File: src/rtl/mcu_rst_seq_if.sv
// Request/status bundle between the pad top and the reset sequencer.
// The slave side is the sequencer; dbg_state mirrors its FSM for observation.
interface mcu_rst_seq_if #(
    parameter int NUM_DOM = 4
);
    // Requests are plain levels/pulses sampled on CLK (no valid/ready pairing);
    // every status output is a registered value updated on CLK.
    logic               ext_rst_req;
    logic               sys_rst_req;
    logic [NUM_DOM-1:0] sw_rst_req;
    logic               cause_clr;
    logic [NUM_DOM-1:0] dom_rstn;
    logic               rst_busy;
    logic [2:0]         rst_cause;
    logic [1:0]         dbg_state;

    modport master (
        output ext_rst_req, sys_rst_req, sw_rst_req, cause_clr,
        input  dom_rstn, rst_busy, rst_cause, dbg_state
    );

    modport slave (
        input  ext_rst_req, sys_rst_req, sw_rst_req, cause_clr,
        output dom_rstn, rst_busy, rst_cause, dbg_state
    );
endinterface

File: src/rtl/mcu_rst_seq.sv
// Reset sequencer: global simultaneous assert, staggered in-order release,
// per-domain software resets and sticky cause. Option macro: RST_SEQ_SYNC_IN_EN.
module mcu_rst_seq #(
    parameter int NUM_DOM     = 4,
    parameter int HOLD_CYC    = 16,
    parameter int STAGGER_CYC = 4,
    parameter int CNT_W       = 8
) (
    input  logic         CLK,
    input  logic         RST,
    mcu_rst_seq_if.slave bus
);

    localparam int IDX_W = (NUM_DOM > 1) ? $clog2(NUM_DOM) : 1;
    localparam logic [CNT_W-1:0] HOLD_LAST = CNT_W'(HOLD_CYC - 1);
    localparam logic [CNT_W-1:0] HOLD_LOAD = CNT_W'(HOLD_CYC);
    localparam logic [CNT_W-1:0] STAG_LAST = CNT_W'(STAGGER_CYC - 1);
    localparam logic [CNT_W-1:0] CNT_ONE   = CNT_W'(1);
    localparam logic [IDX_W-1:0] IDX_LAST  = IDX_W'(NUM_DOM - 1);
    localparam logic [IDX_W-1:0] IDX_ONE   = IDX_W'(1);

    typedef enum logic [1:0] {
        ST_ASSERT  = 2'd0,
        ST_RELEASE = 2'd1,
        ST_RUN     = 2'd2
    } state_e;

    state_e             state_q;
    logic [CNT_W-1:0]   cnt_q;
    logic [IDX_W-1:0]   idx_q;
    logic [NUM_DOM-1:0] dom_rstn_q;
    logic               busy_q;
    logic [2:0]         cause_q;
    logic [2:0]         cause_d;
    logic [CNT_W-1:0]   sw_cnt_q [NUM_DOM];

    logic ext_req;
    logic glob_req;
    logic sw_any;

`ifdef RST_SEQ_SYNC_IN_EN
    // Flops come out of reset high so a pad reset still held at RST release is honoured.
    logic ext_meta_q;
    logic ext_sync_q;

    always_ff @(posedge CLK) begin
        if (RST) begin
            ext_meta_q <= 1'b1;
            ext_sync_q <= 1'b1;
        end else begin
            ext_meta_q <= bus.ext_rst_req;
            ext_sync_q <= ext_meta_q;
        end
    end

    assign ext_req = ext_sync_q;
`else
    assign ext_req = bus.ext_rst_req;
`endif

    assign glob_req = ext_req | bus.sys_rst_req;

    // Software requests only count in RUN and never for the always-on domain.
    always_comb begin
        sw_any = 1'b0;
        for (int i = 1; i < NUM_DOM; i++) begin
            sw_any = sw_any | bus.sw_rst_req[i];
        end
    end

    // New cause bits override a same-cycle clear.
    always_comb begin
        cause_d = bus.cause_clr ? 3'b000 : cause_q;
        cause_d = cause_d | {sw_any & (state_q == ST_RUN), bus.sys_rst_req, ext_req};
    end

    always_ff @(posedge CLK) begin
        if (RST) begin
            cause_q <= 3'b000;
        end else begin
            cause_q <= cause_d;
        end
    end

    always_ff @(posedge CLK) begin
        if (RST) begin
            state_q    <= ST_ASSERT;
            cnt_q      <= '0;
            idx_q      <= '0;
            dom_rstn_q <= '0;
            busy_q     <= 1'b1;
            for (int i = 0; i < NUM_DOM; i++) begin
                sw_cnt_q[i] <= '0;
            end
        end else if (glob_req) begin
            // A held request parks here with the hold counter pinned at zero.
            state_q    <= ST_ASSERT;
            cnt_q      <= '0;
            idx_q      <= '0;
            dom_rstn_q <= '0;
            busy_q     <= 1'b1;
            for (int i = 0; i < NUM_DOM; i++) begin
                sw_cnt_q[i] <= '0;
            end
        end else begin
            case (state_q)
                ST_ASSERT: begin
                    if (cnt_q == HOLD_LAST) begin
                        cnt_q <= '0;
                        if (NUM_DOM == 1) begin
                            state_q    <= ST_RUN;
                            dom_rstn_q <= '1;
                            busy_q     <= 1'b0;
                        end else begin
                            state_q       <= ST_RELEASE;
                            dom_rstn_q[0] <= 1'b1;
                            idx_q         <= IDX_ONE;
                        end
                    end else begin
                        cnt_q <= cnt_q + CNT_ONE;
                    end
                end

                ST_RELEASE: begin
                    if (cnt_q == STAG_LAST) begin
                        cnt_q             <= '0;
                        dom_rstn_q[idx_q] <= 1'b1;
                        if (idx_q == IDX_LAST) begin
                            state_q <= ST_RUN;
                            busy_q  <= 1'b0;
                        end else begin
                            idx_q <= idx_q + IDX_ONE;
                        end
                    end else begin
                        cnt_q <= cnt_q + CNT_ONE;
                    end
                end

                ST_RUN: begin
                    // Each domain counts down its own hold; a repeat request reloads it.
                    for (int i = 1; i < NUM_DOM; i++) begin
                        if (bus.sw_rst_req[i]) begin
                            sw_cnt_q[i]   <= HOLD_LOAD;
                            dom_rstn_q[i] <= 1'b0;
                        end else if (sw_cnt_q[i] == CNT_ONE) begin
                            sw_cnt_q[i]   <= '0;
                            dom_rstn_q[i] <= 1'b1;
                        end else if (sw_cnt_q[i] != '0) begin
                            sw_cnt_q[i] <= sw_cnt_q[i] - CNT_ONE;
                        end
                    end
                end

                default: begin
                    state_q    <= ST_ASSERT;
                    cnt_q      <= '0;
                    idx_q      <= '0;
                    dom_rstn_q <= '0;
                    busy_q     <= 1'b1;
                end
            endcase
        end
    end

    assign bus.dom_rstn  = dom_rstn_q;
    assign bus.rst_busy  = busy_q;
    assign bus.rst_cause = cause_q;
    assign bus.dbg_state = state_q;

endmodule

File: src/flat_wrapper.sv
// flat-port wrapper written by rule: the top's interface ports become plain ports
module mcu_rst_seq_flat 
#(
    parameter int NUM_DOM     = 4,
    parameter int HOLD_CYC    = 16,
    parameter int STAGGER_CYC = 4,
    parameter int CNT_W       = 8
)
  (CLK, RST, bus_ext_rst_req, bus_sys_rst_req, bus_sw_rst_req, bus_cause_clr, bus_dom_rstn, bus_rst_busy, bus_rst_cause, bus_dbg_state);
  mcu_rst_seq_if #(.NUM_DOM(NUM_DOM)) bus_i ();
  input  logic CLK;
  input  logic RST;
  input wire logic [$bits(bus_i.ext_rst_req)-1:0] bus_ext_rst_req;
  input wire logic [$bits(bus_i.sys_rst_req)-1:0] bus_sys_rst_req;
  input wire logic [$bits(bus_i.sw_rst_req)-1:0] bus_sw_rst_req;
  input wire logic [$bits(bus_i.cause_clr)-1:0] bus_cause_clr;
  output wire logic [$bits(bus_i.dom_rstn)-1:0] bus_dom_rstn;
  output wire logic [$bits(bus_i.rst_busy)-1:0] bus_rst_busy;
  output wire logic [$bits(bus_i.rst_cause)-1:0] bus_rst_cause;
  output wire logic [$bits(bus_i.dbg_state)-1:0] bus_dbg_state;
  assign bus_i.ext_rst_req = bus_ext_rst_req;
  assign bus_i.sys_rst_req = bus_sys_rst_req;
  assign bus_i.sw_rst_req = bus_sw_rst_req;
  assign bus_i.cause_clr = bus_cause_clr;
  assign bus_dom_rstn = bus_i.dom_rstn;
  assign bus_rst_busy = bus_i.rst_busy;
  assign bus_rst_cause = bus_i.rst_cause;
  assign bus_dbg_state = bus_i.dbg_state;
  mcu_rst_seq #(.NUM_DOM(NUM_DOM), .HOLD_CYC(HOLD_CYC), .STAGGER_CYC(STAGGER_CYC), .CNT_W(CNT_W)) u_core (.CLK(CLK), .RST(RST), .bus(bus_i));
endmodule
File: config.mk
export PLATFORM = sky130hd
export DESIGN_NAME = mcu_rst_seq_flat
export DESIGN_NICKNAME = d
export VERILOG_FILES = /design/src/rtl/mcu_rst_seq_if.sv /design/src/rtl/mcu_rst_seq.sv /design/src/flat_wrapper.sv
export SDC_FILE = /design/constraint.sdc
export NUM_CORES = 1
export LEC_CHECK = 0
export ABC_AREA = 1
export ABC_CLOCK_PERIOD_IN_PS = 5200
export BUFFER_PORTS_ARGS = -buffer_cell sky130_fd_sc_hd__clkbuf_2
export CORE_AREA = 2 2 60 90
export DETAILED_ROUTE_END_ITERATION = 12
export DIE_AREA = 0 0 62 92
export GPL_ROUTABILITY_DRIVEN = 0
export PLACE_DENSITY = 0.7
export REMOVE_ABC_BUFFERS = 1
export SLEW_MARGIN = 20
export SYNTH_ARGS = -nofsm -noshare
export SYNTH_HDL_FRONTEND = slang
export SYNTH_SLANG_ARGS = --single-unit
File: constraint.sdc
create_clock -name CLK -period 5.2 [get_ports CLK]
set_input_delay 0.78 -clock CLK [delete_from_list [all_inputs] [get_ports CLK]]
set_output_delay 0.78 -clock CLK [all_outputs]
set_load 0.02 [all_outputs]
==> metrics.yaml <==
critical_path:
  cp_slowest_cell: "ha_1"
  crit_chain: "inv_1, ha_1, inv_1, nor2_4, inv_2, nor2_2, a21boi_0, nand3_1"
  crit_fanout: 14
  criticalPathCategory: "reg2reg"
  required_ns: 5.16
  cp_common_cell: "inv_1"
  cp_top_family: "simple AND/OR/NAND/NOR gates"
  start_kind: "register"
  end_kind: "register"
  cp.buffers_inverters: 3
  arrival_ns: 2.34
  cpPeakStageDelay_ns: 0.49
power:
  swShare_pct: 24.1
  clockPowerShare_pct: 35.1
  p_sw_w: 0.000156
  power.leakage_nw: 1.20
  pwr-share-comb_pct: 7.7
  power.density_nw_per_um2: 224
  p_int_w: 0.000489
  ir_drop_uv: 209
  pwr-share-seq_pct: 57.2
logic_synthesis:
  yosys_warnings: 0
  synth-seq-area-share_pct: 39.5
  synth_edf_count: 16
  ys.flop_type: "dfxtp_1"
  synth_largest_type_area_fraction_pct: 21.3
  synth_top_area_cell: "dfxtp_1"
  yosys-top-cells-area: "dfxtp_1 21%, edfxtp_1 18%, nand2_1 11%"
  synth_most_common_cell: "nand2_1"
  synth-seq-cells: 44
  synth_cell_types: 37
  syn_inst: 353
  synth_commonest_cells: "74 x nand2_1, 58 x nor2_1, 39 x inv_1"
  netlist_area_um2: 2640
  async_reset_ff_share_pct: 0
  avgSynthCellArea_um2: 7.47
clocking:
  htree_levels: 2
  cts_max_path_buffers: 2
  clock_latency_ns: 0.30
  cts.clk_slew.worst_paths_ns: 0.08
  cts_setup_buffers: 0
  clock-root-buffer: "clkbuf_8"
  numCtsBuffers: 5
  cts_hold_buf: 0
  cts_tree: "yes"
  clkSinkCount: 44
  cts_resized: 0
place:
  port_buffers: 17
  place_hpwl_um: 4050
routing:
  top_layer: "met4"
  drtPass1Iterations: 5
  drcViolationCount: 0
  wl_per_cell_um: 11.9
  first_iter_violations: 147
  vias: 2265
  met3WireLength_um: 145
  m1WireLength_um: 2270
  wl_met2_um: 2750
  postRouteWirelength_um: 5290
  avgViaCountPerCell: 5.11
  ant_nets: 0
timing:
  finalHoldViolCount: 0
  drv_slew: 0
  tightest_slew_ns: 0.516
  fin_crit_sh_pct: 45.9
  fin_worst_skew_ns: 0.00710
  rsz0062_at_grt: "false"
  report.final.setup_viol: 0
  timing.hold.ws_ns: 0.466
  slew_headroom_pct: 65.6
  fin_crit_ns: 2.39
  setup_tns_ns: 0
  fmax_ghz: 0.419
global_route:
  grt_pass1_wl_um: 9160
  grt.total_usage_pct: 20.8
  antenna_found_initial: 0
  overflow: 0
  grt_max_degree: 15
  grt_pass1_vias: 2206
floorplanning:
  io_pins: 19
  initial_core_util_pct: 52.7
  die_height_um: 92
  die_w_um: 62
  placementRows: 32
  dieArea_um2: 5700
  fp.coreArea_um2: 5000
cells_and_area:
  area_delta_synth_final_pct: 8.88
  nets: 399
  drive_gt1_share_pct: 11.7
  antenna_cells: 0
  fill_cells: 477
run_status:
  outcome: "completed"
min_path:
  hold_path_class: "reg2reg"
job:
  drv_cap: 0
cell type report:
type / count / area [µm²] / share of cell area, %
Tap cell: 68 / 85.1 / 2.96
Inverter: 42 / 160 / 5.58
Clock buffer: 7 / 86.3 / 3.01
Multi-Input combinational cell: 264 / 1410 / 49.0
Timing Repair Buffer: 17 / 85.1 / 2.96
Clock inverter: 1 / 7.51 / 0.262
Sequential cell: 44 / 1040 / 36.3
stage by stage:
step                      std cells  setup WS (ns)  area [µm²]  util (%)  total power (W)
after floorplan                 350           3.12        2610         -         0.000412
after global placement          435           2.86        2780      55.5         0.000426
after detailed placement        435           2.83        2780      55.5         0.000426
after CTS                       443           2.81        2870      57.4         0.000651
after global routing            443           2.64        2870      57.4         0.000675
final                           443           2.81        2870      57.4         0.000644
cell usage in the layout (no fill, tap or decap), types with 2 or more instances in the layout:
cell type / netlist / layout
nand2_1: 74 / 74
dfxtp_1: 28 / 28
nor2_2: 3 / 3
nand2_2: 4 / 4
clkbuf_2: 0 / 17
o21ai_0: 13 / 13
xnor2_1: 2 / 2
clkbuf_8: 0 / 6
a21oi_1: 28 / 28
nand4_1: 2 / 2
ha_1: 16 / 16
edfxtp_1: 16 / 16
nand3_1: 25 / 25
or2_2: 3 / 3
a21boi_0: 2 / 2
inv_1: 39 / 39
o22ai_1: 2 / 2
nand3b_1: 3 / 3
nor3_1: 8 / 8
xor2_1: 6 / 6
nor2_4: 3 / 3
nor2_1: 58 / 58
o21ai_1: 2 / 2
metal layers:
| metal | vias to the layer above | track usage (%) |
|---|---|---|
| met3 | 12 | 3.39 |
| met1 | 1018 | 22.7 |
| li1 | 1197 | - |
| met2 | 38 | 37.6 |
| met5 | - | 0 |
| met4 | 0 | 7.80 |
state kept, by name, indices dropped and copies added, names as in the netlist:
signal / flops
u_core.bus.dbg_state: 2
u_core.cnt_q: 8
u_core.sw_cnt_q: 24
u_core.idx_q: 2
u_core.bus.rst_cause: 3
u_core.bus.rst_busy: 1
u_core.bus.dom_rstn: 4
cell families after synthesis:
group                      Yosys count  share of synthesized area, %
and+or+nand+nor                    188                          32.4
AOI/OAI and AO/OA                   52                          10.7
buffers and inverters               45                          7.21
DFF                                 44                          39.5
adders and majority gates           16                          7.59
xor gates and xnor gates             8                          2.66
final timing paths:
kind	start	to	slack [ns]	cells past startpoint
setup / recovery	u_core.bus.dbg_state[0]	u_core.sw_cnt_q[1][6]	2.81	8
hold / removal	u_core.bus.rst_busy	u_core.bus.rst_busy	0.47	2
setup reg to reg	u_core.bus.dbg_state[0]	u_core.sw_cnt_q[1][6]	2.81	8
hold reg to reg	u_core.bus.rst_busy	u_core.bus.rst_busy	0.47	2
worst reg2reg max path: cells and delay by family (launching register included):
family / cells / cell delay (ns)
AOI/OAI and AO/OA: 1 / 0.12
buffers and inverters: 3 / 0.42
DFF: 1 / 0.33
adders and majority gates: 1 / 0.49
and+or+nand+nor: 3 / 0.68
power by group through the flow:
stage	sequential [W]	combinational, W	clock, W
after CTS	0.000369	0.0000504	0.000232
after floorplan	0.000377	0.0000355	0
final	0.000369	0.0000498	0.000226
after global placement	0.000377	0.0000493	0
after global routing	0.000370	0.0000568	0.000248
after detailed placement	0.000377	0.0000496	0
Note: power is estimated with default switching activity, not from simulation.
